### src/rtl/score_pkg.sv
// Shared types and default constants for the score keeper.
// Contents: state_t (IDLE/RUN/OVER), the default scoring constants, and
// cnt_width(), which sizes a counter that must hold 0..n-1 (at least 1 bit).
package score_pkg;

  typedef enum logic [1:0] {
    IDLE = 2'd0,
    RUN  = 2'd1,
    OVER = 2'd2
  } state_t;

  localparam int unsigned DEFAULT_MAX_SCORE        = 9999;
  localparam int unsigned DEFAULT_BEAN_POINTS      = 10;
  localparam int unsigned DEFAULT_FRAMES_PER_POINT = 6;

  function automatic int unsigned cnt_width(input int unsigned n);
    return (n > 1) ? $clog2(n) : 1;
  endfunction

endpackage

### src/rtl/score_tick_div.sv
// Frame divider: counts frame_tick pulses while enabled and raises `point`
// combinationally on the FRAMES_PER_POINT-th tick, wrapping back to 0 on that
// same edge.
// Ports:
//   clk, rst_n  - clock, synchronous active-low reset
//   clear       - synchronous clear of the count (new run)
//   enable      - count only while set (RUN state, no game_over)
//   frame_tick  - one pulse per VGA frame
//   point       - one-cycle pulse, same cycle as the wrapping tick
module score_tick_div
  import score_pkg::*;
#(
  parameter int unsigned FRAMES_PER_POINT = DEFAULT_FRAMES_PER_POINT
) (
  input  logic clk,
  input  logic rst_n,
  input  logic clear,
  input  logic enable,
  input  logic frame_tick,
  output logic point
);

  localparam int unsigned CW = cnt_width(FRAMES_PER_POINT);
  localparam logic [CW-1:0] LAST = CW'(FRAMES_PER_POINT - 1);

  logic [CW-1:0] count_q;
  logic          tick_en;

  assign tick_en = enable & frame_tick;
  assign point   = tick_en & (count_q == LAST);

  always_ff @(posedge clk) begin
    if (!rst_n) begin
      count_q <= '0;
    end else if (clear) begin
      count_q <= '0;
    end else if (tick_en) begin
      if (count_q == LAST) count_q <= '0;
      else                 count_q <= count_q + CW'(1);
    end
  end

endmodule

### src/rtl/score_keeper.sv
// Score keeper: runs the game scoring FSM, accumulates distance and bean
// points with saturation at MAX_SCORE, and tracks the session high score.
// Optional feature macro: SCORE_HIGH_SCORE_EN (high-score register, compare
// and new_high). Without it high_score and new_high are tied to 0.
// Ports:
//   clk, rst_n  - clock, synchronous active-low reset
//   start       - pulse: begin a new run (IDLE/OVER only)
//   frame_tick  - pulse per VGA frame
//   bean_hit    - pulse per bean collected
//   game_over   - pulse: collision ends the run (RUN only)
//   score       - current score (registered)
//   high_score  - best finished-run score this session (registered)
//   new_high    - last finished run beat the previous high score
//   running     - state is RUN
//
// state | meaning
// ------+---------------------------------------------------------
// IDLE  | after reset; score held at 0, waiting for start
// RUN   | run in progress; distance and bean points accumulate
// OVER  | run ended; score frozen for display, waiting for start
module score_keeper
  import score_pkg::*;
#(
  parameter int unsigned FRAMES_PER_POINT = DEFAULT_FRAMES_PER_POINT,
  parameter int unsigned BEAN_POINTS      = DEFAULT_BEAN_POINTS,
  parameter int unsigned MAX_SCORE        = DEFAULT_MAX_SCORE
) (
  input  logic        clk,
  input  logic        rst_n,
  input  logic        start,
  input  logic        frame_tick,
  input  logic        bean_hit,
  input  logic        game_over,
  output logic [31:0] score,
  output logic [31:0] high_score,
  output logic        new_high,
  output logic        running
);

  localparam logic [32:0] MAX_W  = 33'(MAX_SCORE);
  localparam logic [32:0] BEAN_W = 33'(BEAN_POINTS);

  state_t      state_q, state_d;
  logic [31:0] score_q, score_d;
  logic        start_run;
  logic        end_run;
  logic        div_en;
  logic        point;
  logic [32:0] inc;
  logic [32:0] sum;
  logic [31:0] sat_sum;

  // Events are only counted in RUN, and game_over discards same-cycle events.
  assign div_en = (state_q == RUN) & ~game_over;

  score_tick_div #(
    .FRAMES_PER_POINT(FRAMES_PER_POINT)
  ) u_tick_div (
    .clk       (clk),
    .rst_n     (rst_n),
    .clear     (start_run),
    .enable    (div_en),
    .frame_tick(frame_tick),
    .point     (point)
  );

  // 33-bit sum so the ceiling compare cannot be fooled by a 32-bit wrap.
  always_comb begin
    inc = 33'd0;
    if (point)    inc = inc + 33'd1;
    if (bean_hit) inc = inc + BEAN_W;
    sum     = {1'b0, score_q} + inc;
    sat_sum = (sum > MAX_W) ? MAX_W[31:0] : sum[31:0];
  end

  always_comb begin
    state_d   = state_q;
    score_d   = score_q;
    start_run = 1'b0;
    end_run   = 1'b0;
    case (state_q)
      IDLE: begin
        score_d = '0;
        if (start) begin
          state_d   = RUN;
          start_run = 1'b1;
        end
      end
      RUN: begin
        if (game_over) begin
          state_d = OVER;
          end_run = 1'b1;
        end else begin
          score_d = sat_sum;
        end
      end
      OVER: begin
        if (start) begin
          state_d   = RUN;
          score_d   = '0;
          start_run = 1'b1;
        end
      end
      default: begin
        state_d = IDLE;
        score_d = '0;
      end
    endcase
  end

  always_ff @(posedge clk) begin
    if (!rst_n) begin
      state_q <= IDLE;
      score_q <= '0;
    end else begin
      state_q <= state_d;
      score_q <= score_d;
    end
  end

  assign score   = score_q;
  assign running = (state_q == RUN);

`ifdef SCORE_HIGH_SCORE_EN
  logic [31:0] high_q;
  logic        new_high_q;

  // Compare uses the frozen final score; equal does not count as a new high.
  always_ff @(posedge clk) begin
    if (!rst_n) begin
      high_q     <= '0;
      new_high_q <= 1'b0;
    end else if (end_run) begin
      if (score_q > high_q) begin
        high_q     <= score_q;
        new_high_q <= 1'b1;
      end else begin
        new_high_q <= 1'b0;
      end
    end else if (start_run) begin
      new_high_q <= 1'b0;
    end
  end

  assign high_score = high_q;
  assign new_high   = new_high_q;
`else
  assign high_score = '0;
  assign new_high   = 1'b0;
`endif

endmodule
### config.mk
export PLATFORM = sky130hd
export DESIGN_NAME = score_keeper
export DESIGN_NICKNAME = d
export VERILOG_FILES = /design/src/rtl/score_pkg.sv /design/src/rtl/score_tick_div.sv /design/src/rtl/score_keeper.sv
export SDC_FILE = /design/constraint.sdc
export NUM_CORES = 1
export LEC_CHECK = 0
export ABC_AREA = 1
export CELL_PAD_IN_SITES_DETAIL_PLACEMENT = 0
export CELL_PAD_IN_SITES_GLOBAL_PLACEMENT = 1
export CORE_UTILIZATION = 30
export CTS_BUF_LIST = sky130_fd_sc_hd__clkbuf_8
export CTS_CLUSTER_SIZE = 8
export DETAILED_ROUTE_END_ITERATION = 6
export GPL_TIMING_DRIVEN = 0
export PLACE_DENSITY = 0.79
export SYNTH_ARGS = -nofsm -noshare
export SYNTH_HDL_FRONTEND = slang
export SYNTH_SLANG_ARGS = --single-unit
### constraint.sdc
create_clock -name clk -period 3.92 [get_ports clk]
set_input_delay 0.784 -clock clk [delete_from_list [all_inputs] [get_ports clk]]
set_output_delay 0.784 -clock clk [all_outputs]
set_load 0.02 [all_outputs]
* Word-level counts from Yosys, hierarchy flattened *
Cells that the tools add are included.

cells by class
  equality and inequality tests = 7
  magnitude comparators = 1
  bitwise operators = 5
  multiplexer cells = 12
  reductions and logical operators = 5
  add/subtract/negate cells = 3

operators with widths
  kind                     count
  $mux W32                 3
  $pmux W32 S2             1
  $add A32 B33 Y33         1
  $add A33 B4 Y33 const B  1
  $gt A33 B14 Y1 const B   1
  $mux W33                 1
  $ne A2 B2 Y1 const B     3
  $mux W2                  2
  $pmux W2 S2              1
  $reduce_and A2 Y1        2
  $reduce_or A2 Y1         2
  $add A3 B1 Y3 const B    1
  $and A1 B1 Y1            3
  $eq A3 B3 Y1 const B     1
  $mux W1                  3
  $mux W3                  1
  $eq A2 B1 Y1 const B     1
  $eq A2 B2 Y1 const B     1
  $logic_not A2 Y1         1
  $ne A2 B1 Y1 const B     1
  $not A1 Y1               2

storage, ports and cells
  output and inout bits = 66
  bits in registers = 37
  logic and storage cells = 36
  input port bits = 6

* Longest topological paths before layout *
  word-level depth = 12
  mapped depth = 25
  depth with buffers taken out = 25

* By module *
From an unflattened synthesis, not the netlist that was laid out.

second synthesis, totals
  cells, all modules = 506
  area, all modules = 2932.8 µm²

modules (own cells, without submodules)
  module          cells an instance  area an instance (µm²)  seq. area each (µm²)  times used
  score_keeper    482                2775.2                  680.7                 1
  score_tick_div  24                 157.7                   60.1                  1

* Worst setup path before layout *
Ideal clock, no wire load.

  path kind = input port to flip-flop
  from = input game_over
  to = register score_q[11] (netlist: score[11])
  cell stages on the path = 22
  path buffers = 0
  required time = 3806 ps
  slack = 893 ps
  data arrival time = 2913 ps
  library setup time = 114 ps
  cells stage by stage = nor2_1 nand2_1 nor2_1 inv_1 nor3_1 ha_1 fa_1 nand3_2 nand2_4 nand2_4 nor2_8 inv_2 nand2_1 nand2_2 nor2_2 nand2_1 nor2_2 nand2_1 nand2_2 nor2_4 nand3_1 nand2_1

between the ends
  word-level cells in the longest chain between the ends = 12
  elaborated cells between the ends (all ways) = 14
  classes of those cells = add/sub (2); order compare (1); eq/ne (1); mux (5); bitwise (4); reduce/logical (1)

RTL lines
  what                  line                  RTL
  from (decl)           score_keeper.sv:33    input logic game_over,
  $not A1 Y1            score_keeper.sv:54    assign div_en = (state_q == RUN) & ~game_over;
  $and A1 B1 Y1         score_keeper.sv:54
  $and A1 B1 Y1         score_tick_div.sv:29  assign tick_en = enable & frame_tick;
  $and A1 B1 Y1         score_tick_div.sv:30  assign point = tick_en & (count_q == LAST);
  $mux W1               score_keeper.sv:70    if (point) inc = inc + 33'd1;
  $add A33 B4 Y33       score_keeper.sv:71    if (bean_hit) inc = inc + BEAN_W;
  $mux W33              score_keeper.sv:71
  $add A32 B33 Y33      score_keeper.sv:72    sum = {1'b0, score_q} + inc;
  $gt A33 B14 Y1        score_keeper.sv:73    sat_sum = (sum > MAX_W) ? MAX_W[31:0] : sum[31:0];
  $mux W32              score_keeper.sv:73
  $mux W32              score_keeper.sv:90    if (game_over) begin
  $pmux W32 S2          score_keeper.sv:81    case (state_q)
  to (signal assigned)  score_keeper.sv:117   score_q <= score_d;
  to (decl)             score_keeper.sv:44    logic [31:0] score_q, score_d;

Several ways; a longest one is shown, not always the timed one. The select of a mux whose other input is x is not followed.
A chain may end at the register's enable or synchronous reset.

* Worst setup path after layout *
  from = input game_over
  to = register score_q[4] (netlist: score[4])

The elaborated chain is that of the path after synthesis.

==> impl_metrics.env <==
export IMPL_dieArea_mm2=0.01001
export IMPL_start_util=0.3106
export IMPL_globalplace_congestion=0.8670
export IMPL_rrSetupSlack_ns=0.66
export IMPL_synth_edff_count=0
export IMPL_holdPathStages=2
export IMPL_p_leak_nw=1.681
export IMPL_cts_buffers=5
export IMPL_worst_r2r_cell_count=24
export IMPL_crit_path_top_delay_cell="clkdlybuf4s50_1"
export IMPL_syn_cell_area_mm2=0.002884
export IMPL_synth_warnings=0
export IMPL_first_pass_iters=4
export IMPL_root_buffer="clkbuf_8"
export IMPL_setup_viol=0
export IMPL_reg2reg_to="score[4]"
export IMPL_drt_initial_drc_count=139
export IMPL_crit_top_cell="nand2_1"
export IMPL_regArea_um2=740.7
export IMPL_grt_max_degree=11
export IMPL_clk_pin_slew_ns=0.08
export IMPL_ys_flop_type="dfxtp_1"
export IMPL_vias=2926
export IMPL_cts_sinks=37
export IMPL_remaining_drc_errors=0
export IMPL_slowest_delay_ns=0.42
export IMPL_wl_per_cell_um=11.01
export IMPL_drv_cap=0
export IMPL_nets=572
export IMPL_crit_chain="clkdlybuf4s50_1, nor2_1, nand2_1, nor2_1, inv_1, nor3_1, ha_1, fa_1, nand3_2, nand2_4, nand2_4, nor2_8, nand2_1, nand2_1, nand2_1, nor2_1, nand2_1, nor2_1, nand2_1, nor2_4, nand3_1, nand2_1"
export IMPL_period_share=0.9198
export IMPL_fillers=1037
export IMPL_hold_viol_final=0
export IMPL_irDropWorstVdd_mv=0.1058
export IMPL_final_core_util=0.3912
export IMPL_p_total_w=0.0007434
export IMPL_ant_nets=0
export IMPL_die_w_um=100.0
export IMPL_ys_types=31
export IMPL_die_h_um=100.0
export IMPL_powerDensity_mw_per_mm2=204.7
export IMPL_port_buffers=38
export IMPL_hold_class="flip-flop to flip-flop"
export IMPL_rows=35
export IMPL_cts_tree="done"
export IMPL_n_antenna_cell=0
export IMPL_fin_tns_setup_ns=0
export IMPL_required_ns=4.17
export IMPL_totalWireLength_mm=7.607
export IMPL_critPathMaxFanout=7
export IMPL_cts_repair_resized=0
export IMPL_status="complete, no violations"
export IMPL_syn2layout_area_growth_pct=25.94
export IMPL_grt_overflow_total=0
export IMPL_syn_area_per_cell_um2=5.946
export IMPL_clock_fmax_mhz=277.3
export IMPL_h_tree_depth=2
export IMPL_fin_crit_ns=3.606
export IMPL_antenna_found_initial=0
export IMPL_skew_ns=0.004650
export IMPL_cts_setup_buffers=0
export IMPL_drv_slew=0
export IMPL_multi_input_area_mm2=0.001805
export IMPL_critPathKind="input pin to flip-flop"
export IMPL_reg2reg_from="state_q[0]"
export IMPL_core_mm2=0.009284
export IMPL_worst_pin_slew_ns=0.5541
export IMPL_synth_seq_cells=37
export IMPL_yosysSeqAreaShare=0.2568
export IMPL_boundaryPins=72
export IMPL_cp_arrival_ns=3.85
export IMPL_critPathLaunch="game_over"
export IMPL_min_delay_start="u_tick_div.count_q[0]"
export IMPL_cts_hold_buf=0
export IMPL_grt_usage=0.1563
export IMPL_grt_pass1_wl_mm=12.16
export IMPL_syn_inst=485
export IMPL_rsz0062_at_grt="false"
export IMPL_relSlewSlack=0.6306
export IMPL_async_flop_share=0
export IMPL_layout_drive_gt1_share=0.1335
export IMPL_viasPerCell=4.234
export IMPL_start_kind="input pin"
export IMPL_grt_pass1_vias=2569
export IMPL_endpoint="score[4]"
export IMPL_clkLatencyLatePin_ns=0.30
export IMPL_hpwl_mm=6.152
export IMPL_max_clock_path_buffers=2
export IMPL_critPathCaptureType="flip-flop"
[worst max-delay path, delay by kind of cell]
family	cells	cell delay, ns
adder cells (fa/ha/maj)	2	0.51
buffers and inverters	2	0.49
AND/OR/NAND/NOR	18	2.04
[worst min-delay path by stage]
| stage | end | slack, ns |
|---|---|---|
| floorplan | u_tick_div.count_q[0] | 0.45 |
| global placement | u_tick_div.count_q[0] | 0.45 |
| detailed placement | u_tick_div.count_q[0] | 0.46 |
| CTS | u_tick_div.count_q[0] | 0.47 |
| global route | u_tick_div.count_q[0] | 0.50 |
| finish | u_tick_div.count_q[0] | 0.47 |
[layout by cell type, fill, tap and decap left out, types with 4 or more instances in the layout]
master	synthesis	final
nand2_1	174	174
nor2_1	74	74
inv_1	51	52
nand3_1	46	46
clkdlybuf4s50_1	0	38
dfxtp_1	37	37
buf_4	33	33
conb_1	1	33
nand2_2	13	13
nor2_2	7	7
nand4_1	6	6
clkbuf_8	0	6
nor2_4	5	5
o21ai_0	4	4
[synth_stat cells, drive strengths merged (2+ instances only)]
library cell	n	area, µm²
nand2	190	768.2
nor2	87	397.9
inv	53	198.9
nand3	49	260.3
dfxtp	37	740.7
buf	33	247.7
nand4	6	37.54
o21ai	5	25.02
a21oi	3	26.28
clkbuf	3	11.26
ha	3	37.54
nor3	3	20.02
xor2	3	26.28
nand3b	2	15.01
xnor2	2	17.52
[flip-flops by register name, indices dropped and copies added (netlist names)]
register / cells
u_tick_div.count_q: 3
score: 32
state_q: 2
[per-stage QoR]
| stage | setup WS, ns | hold slack (ns) | cell area [µm²] | instances |
|---|---|---|---|---|
| 3_3_place_gp | -0.02369 | 0.4524 | 3546 | 684 |
| 4_1_cts | 0.3047 | 0.4722 | 3632 | 691 |
| 2_1_floorplan | 0.8930 | 0.4451 | 3004 | 517 |
| 5_1_grt | 0.02046 | 0.4997 | 3632 | 691 |
| 6_report | 0.3143 | 0.4685 | 3632 | 691 |
| 3_5_place_dp | -0.004447 | 0.4607 | 3546 | 684 |
[where the power goes]
group | internal [W] | leakage [nW] | switching [W]
Clock | 0.000137 | 0.0485 | 0.000144
Combinational | 0.0000339 | 1.33 | 0.0000495
Sequential | 0.000377 | 0.298 | 0.00000110
Total | 0.000548 | 1.68 | 0.000195
[per-layer routing]
layer  GRT usage  up-vias  routed length [µm]
met4     0.05574        0                 150
met5           0        -                   0
li1            -     1594                   -
met1      0.2085     1250                3727
met2      0.2557       73                3383
met3     0.02507        9                 346
[cell type report]
class                           count  share of cell area
Clock inverter                      1            0.001033
Tap cell                          129             0.04444
Buffer                             36             0.07131
Sequential cell                    37              0.2039
Timing Repair Buffer               38              0.1047
Multi-Input combinational cell    391              0.4971
Clock buffer                        6             0.02274
Inverter                           53             0.05477
[kinds of logic after synthesis]
family | after synthesis | share of synthesized area
simple gates | 338 | 0.5219
buf+inv | 89 | 0.1588
flops | 37 | 0.2568
compound gates | 11 | 0.02603
xor+xnor | 5 | 0.01519
fa+ha+maj | 4 | 0.01996
other cells | 1 | 0.001300
Power figures use the tool's default switching activity.
==> RTL edit 1: new RTL, same flow settings <==
Register the inputs `start`, `frame_tick`, `bean_hit` and `game_over` before use. The logic sees them one clock later. Comments in the files are not updated.
--- a/src/rtl/score_keeper.sv
+++ b/src/rtl/score_keeper.sv
@@ -41,4 +41,16 @@
   localparam logic [32:0] BEAN_W = 33'(BEAN_POINTS);
 
+  logic start_q;
+  logic frame_tick_q;
+  logic bean_hit_q;
+  logic game_over_q;
+
+  always_ff @(posedge clk) begin
+    start_q      <= start;
+    frame_tick_q <= frame_tick;
+    bean_hit_q   <= bean_hit;
+    game_over_q  <= game_over;
+  end
+
   state_t      state_q, state_d;
   logic [31:0] score_q, score_d;
@@ -52,5 +64,5 @@
 
   // Events are only counted in RUN, and game_over discards same-cycle events.
-  assign div_en = (state_q == RUN) & ~game_over;
+  assign div_en = (state_q == RUN) & ~game_over_q;
 
   score_tick_div #(
@@ -61,5 +73,5 @@
     .clear     (start_run),
     .enable    (div_en),
-    .frame_tick(frame_tick),
+    .frame_tick(frame_tick_q),
     .point     (point)
   );
@@ -69,5 +81,5 @@
     inc = 33'd0;
     if (point)    inc = inc + 33'd1;
-    if (bean_hit) inc = inc + BEAN_W;
+    if (bean_hit_q) inc = inc + BEAN_W;
     sum     = {1'b0, score_q} + inc;
     sat_sum = (sum > MAX_W) ? MAX_W[31:0] : sum[31:0];
@@ -82,5 +94,5 @@
       IDLE: begin
         score_d = '0;
-        if (start) begin
+        if (start_q) begin
           state_d   = RUN;
           start_run = 1'b1;
@@ -88,5 +100,5 @@
       end
       RUN: begin
-        if (game_over) begin
+        if (game_over_q) begin
           state_d = OVER;
           end_run = 1'b1;
@@ -96,5 +108,5 @@
       end
       OVER: begin
-        if (start) begin
+        if (start_q) begin
           state_d   = RUN;
           score_d   = '0;
Function: changed (a bounded check fails within 4 cycles, from zero or initial values and one cycle with rst_n low).
==> RTL edit 1 against the original RTL <==
Sequential power is 12% higher; cell area grew 3.0%; setup slack improved by 0.29 ns; wire length rose by 1.0%; power increased by 16%; largest power group unchanged; sequential cell count grew 4; highest routed layer unchanged; area after synthesis increased by 2.8%; critical endpoint is now score[3]; worst hold slack better by 0.016 ns.
==> RTL edit 1: results (changes against the original RTL) <==
* Status: finished, final reports clean (unchanged)
* Hold Path Origin: score[0] (was u_tick_div.count_q[0])
* Detailed Place HPWL at 6250 microns (was 6150 microns)
* Sequential-to-total area share from yosys stat at 27.7% (was 25.7%)
* Nets at 576 (was 572)
* Setup crit end kind: flop (unchanged)
* Leakage at 1.72 nW (was 1.68 nW)
* All-Layer GR Usage at 16.1% (was 15.6%)
* Worst hold stages at 2 (unchanged)
* Yosys warnings at 0 (unchanged)
* Area after DPL at 0.00363 sq mm (was 0.00355 sq mm)
* Crit-path slowest cell: dfxtp_1 (was clkdlybuf4s50_1)
* Port buffer count at 38 (unchanged)
* Setup crit start: state_q[0] (was game_over)
* Root cell of the clock tree: clkbuf_8 (unchanged)
* N_diodes at 0 (unchanged)
* Max-slew headroom at 64.9% (was 63.1%)
* XOR/XNOR Fraction of Synth Area at 1.48% (was 1.52%)
* Synth top cells by count: 174 x nand2_1, 74 x nor2_1, 51 x inv_1 (unchanged)
* Hold Path Sink: score[0] (was u_tick_div.count_q[0])
* Total CTS buffers at 5 (unchanged)
* CP Max Fanout at 8 (was 7)
* Hold Path Class: flop to flop (unchanged)
* Reg-to-reg setup timing slack at 0.60 ns (was 0.66 ns)
* Fraction of layout cells with a size suffix above 1 at 13.6% (was 13.3%)
* Synth Area in Adders at 1.94% (was 2.00%)
* Hold WS at 0.484 ns (was 0.468 ns)
* DR vias/cell at 4.26 (was 4.23)
* Largest family of logic cells by synthesized area: simple AND/OR/NAND/NOR gates (unchanged)
* Post-CTS resize count at 0 (unchanged)
* Synth area leaders: dfxtp_1 28%, nand2_1 22%, nor2_1 9.4%, buf_4 8.4%, nand3_1 7.8% (was dfxtp_1 26%, nand2_1 23%, nor2_1 9.6%, buf_4 8.6%, nand3_1 8.0%)
* Multiplexer share of the synthesized area at 0% (unchanged)
* First-pass GRT wire length at 12700 microns (was 12200 microns)
* H-tree depth at 2 (unchanged)
* Fillers at 1026 (was 1037)
* TNS Setup at 0 ns (unchanged)
* Maximum vdd drop at 0.000146 V (was 0.000106 V)
* 1st-iter DRT viols at 122 (was 139)
* Synth async-reset ratio at 0% (unchanged)
* Compound-gate portion of the synthesized area at 2.53% (was 2.60%)
* Reg2reg path depth at 23 (was 24)
* Post-synth cell types at 31 (unchanged)
* Critical Path AT at 3.53 ns (was 3.85 ns)
* Vias in the first global route at 2620 (was 2569)
* Internal Power at 0.000645 W (was 0.000548 W)
* Worst-path clk slew at 0.09 ns
* Clock skew at 0.00907 ns (was 0.00465 ns)
* CP max stage delay at 0.31 ns (was 0.42 ns)
* Delay-heaviest family, CP: simple AND/OR/NAND/NOR gates (unchanged)
* Largest net degree at the start of global routing at 15 (was 11)
* End of the worst register-to-register path: score[3] (was score[4])
* Gpl congestion at 0.891 (was 0.867)
* Routed len/inst at 11.0 microns (about the same)
[RTL edit 1: changes by cell type in the layout (fill, tap and decap cells not counted)]
cell	change
inv_1	-1
bufinv_16	+1
clkinvlp_4	+1
clkinv_4	+1
clkbuf_8	-1
dfxtp_1	+4
[RTL edit 1: through the flow]
step | instances | setup slack (ns)
after global routing | 696 | 0.159
after CTS | 696 | 0.593
after floorplan | 521 | 0.918
final | 696 | 0.601
after detailed placement | 688 | 0.624
after global placement | 688 | 0.668
[RTL edit 1: metal layers]
layer	track usage (%)	vias to the layer above	share of wire [%]
met3	2.55	7	4.9
met5	0	-	0
met4	4.35	0	1.5
met1	21.5	1289	49
met2	26.7	70	44
li1	-	1596	-
[RTL edit 1: area by class of cell]
| class | instances | area, sq um | share of cell area, % |
|---|---|---|---|
| Inverter | 53 | 199 | 5.32 |
| Multi-Input combinational cell | 391 | 1810 | 48.3 |
| Buffer | 36 | 259 | 6.92 |
| Timing Repair Buffer | 38 | 380 | 10.2 |
| Clock buffer | 5 | 68.8 | 1.84 |
| Sequential cell | 41 | 821 | 21.9 |
| Clock inverter | 3 | 46.3 | 1.24 |
| Tap cell | 129 | 161 | 4.31 |
[RTL edit 1: worst min-delay path: stages (launching register included)]
cell and delay, ns:
dfxtp_1 0.34, nand2_1 0.07, nand2_1 0.05
[RTL edit 1: power by group through the flow]
stage / Sequential [W] / Clock [W] / Combinational [W]
after floorplan: 0.000432 / 0 / 0.0000686
after global routing: 0.000423 / 0.000389 / 0.0000895
after CTS: 0.000423 / 0.000371 / 0.0000815
final: 0.000423 / 0.000359 / 0.0000824
after detailed placement: 0.000432 / 0 / 0.0000813
after global placement: 0.000432 / 0 / 0.0000810
==> RTL edit 2: new RTL, same settings <==
Without the edit above. Add a define of `SCORE_HIGH_SCORE_EN`.
--- a/src/rtl/score_keeper.sv
+++ b/src/rtl/score_keeper.sv
@@ -19,4 +19,6 @@
 // RUN   | run in progress; distance and bean points accumulate
 // OVER  | run ended; score frozen for display, waiting for start
+`define SCORE_HIGH_SCORE_EN
+
 module score_keeper
   import score_pkg::*;
Check against the original RTL: not equivalent (Yosys sat finds a counterexample within 4 cycles, from zero or initial values and one cycle with rst_n low).
==> RTL edit 2 against the original RTL <==
Cell area up 57%; area after synthesis up 56%; wire length up 78%; sequential share of layout area up 4.2 points; via count up 53%; worst hold slack better by 0.016 ns; sequential cell count up 33; combinational power down 42%; final cell count up 41%; maximum frequency down 0.18%; non-clock buffer count up 18; power up 95%; setup slack worse by 0.0065 ns; largest cell class unchanged; largest power group unchanged.
==> RTL edit 2: results (changes against the original RTL) <==
* Placed Cells incl. Taps at 955 (was 684)
* Synthesized instance count at 700 (was 485)
* Largest net degree at the start of global routing at 13 (was 11)
* N_diodes at 0 (unchanged)
* Max-slew headroom at 61.2% (was 63.1%)
* Synth async-reset ratio at 0% (unchanged)
* CP Max Fanout at 10 (was 7)
* Reg-to-reg setup timing slack at 0.62 ns (was 0.66 ns)
* Clock skew at 0.00839 ns (was 0.00465 ns)
* Sequential-to-total area share from yosys stat at 31.2% (was 25.7%)
* Final Hold Vio Count at 0 (unchanged)
* Synth area leaders: dfxtp_1 31%, nand2_1 18%, ha_1 9.7%, nand3_1 8.5%, inv_1 7.8% (was dfxtp_1 26%, nand2_1 23%, nor2_1 9.6%, buf_4 8.6%, nand3_1 8.0%)
* Clk_lat worst skew at 0.36 ns (was 0.30 ns)
* Gpl congestion at 0.850 (was 0.867)
* Leakage at 2.29 nW (was 1.68 nW)
* Port buffer count at 71 (was 38)
* Met2 wire length at 6050 microns (was 3380 microns)
* Final cell count without fillers at 973 (was 691)
* Root cell of the clock tree: clkbuf_8 (unchanged)
* Nets at 826 (was 572)
* Busiest grt layer: met2 (unchanged)
* Yosys warnings at 0 (unchanged)
* Met2 usage at 28.8% (was 25.6%)
* PwrDens at 255 mW/mm^2 (was 205 mW/mm^2)
* All-Layer GR Usage at 17.8% (was 15.6%)
* Total CTS buffers at 9 (was 5)
* Post-synth net total at 742
* Initial antenna violation count at 0 (unchanged)
* Met3 routed wirelength at 805 microns (was 346 microns)
* Drt first pass iters at 4 (unchanged)
* Metal-1 WL at 6600 microns (was 3730 microns)
* Synth top cells by count: 217 x nand2_1, 94 x inv_1, 76 x nand3_1 (was 174 x nand2_1, 74 x nor2_1, 51 x inv_1)
* Grt met3 use at 5.07% (was 2.51%)
* Hold Path Class: flop to flop (unchanged)
* DR vias/cell at 4.59 (was 4.23)
* Clock share of power at 47.6% (was 37.9%)
* Critical Path AT at 3.88 ns (was 3.85 ns)
* Met1 Track Usage GR at 23.8% (was 20.8%)
* P_sw at 0.000332 W (was 0.000195 W)
* Status: finished, final reports clean (unchanged)
* Fraction of layout cells with a size suffix above 1 at 6.59% (was 13.3%)
* Vias in the first global route at 4235 (was 2569)
* Detailed Place HPWL at 10500 microns (was 6150 microns)
* H-tree depth at 3 (was 2)
* Hold WS at 0.484 ns (was 0.468 ns)
* Maximum vdd drop at 0.000202 V (was 0.000106 V)
* Main synth FF type: dfxtp_1 (unchanged)
* P_comb at 0.0000483 W (was 0.0000835 W)
* Worst-path clk slew at 0.08 ns (about the same)
* 1st-iter DRT viols at 242 (was 139)
* Post-synth cell types at 30 (was 31)
* Drt total wl at 13500 microns (was 7610 microns)
* First-pass GRT wire length at 22000 microns (was 12200 microns)
-- RTL edit 2: final timing paths --
kind | from | endpoint | cells past startpoint
worst max register to register | state_q[0] | score[9] | 25
worst min register to register | high_score[31] | high_score[31] | 2
worst min-delay path | high_score[31] | high_score[31] | 2
worst max-delay path | game_over | score[9] | 23
-- RTL edit 2: cell families after synthesis --
kind of cell / synth area share [%]
compound gates: 7.71
buf+inv: 10.2
xor+xnor: 1.53
simple gates: 39.2
flops: 31.2
fa+ha+maj: 10.2
-- RTL edit 2: per-stage QoR --
step                instance area [sq um]  worst slack [ns]
floorplan                            4500             0.901
global placement                     5440            -0.224
detailed placement                   5440            -0.199
CTS                                  5670             0.184
global route                         5700            0.0326
finish                               5700             0.308
-- RTL edit 2: repair_timing --
action,4_1_cts,5_1_grt
hold buffers,0,0
resized for setup,0,3
endpoints found under the setup margin,0,10
endpoints found under the hold margin,0,0
buffers inserted,0,2
-- RTL edit 2: area by class of cell --
class / count / area, sq um
Buffer: 19 / 103
Multi-Input combinational cell: 516 / 2650
Tap cell: 184 / 230
Inverter: 95 / 357
Timing Repair Buffer: 73 / 726
Clock inverter: 5 / 81.3
Clock buffer: 11 / 151
Fill cell: 1566 / 8890
Sequential cell: 70 / 1400
-- RTL edit 2: worst max-delay path, cell delays in order --
cell and delay [ns]:
clkdlybuf4s50_1 0.42, nor2_1 0.14, nand2_1 0.06, inv_1 0.06
nand2_1 0.09, nor3_2 0.15, ha_2 0.24, fa_1 0.21
nand3_1 0.10, nand2_2 0.17, nand2_2 0.12, nor2_4 0.15
buf_4 0.15, nand3_1 0.07, nand2_1 0.08, nand3_1 0.07
nor2_1 0.10, nand2_1 0.11, nor2_4 0.21, buf_6 0.18
nand3_2 0.08, nand2_1 0.06, nand2_1 0.04
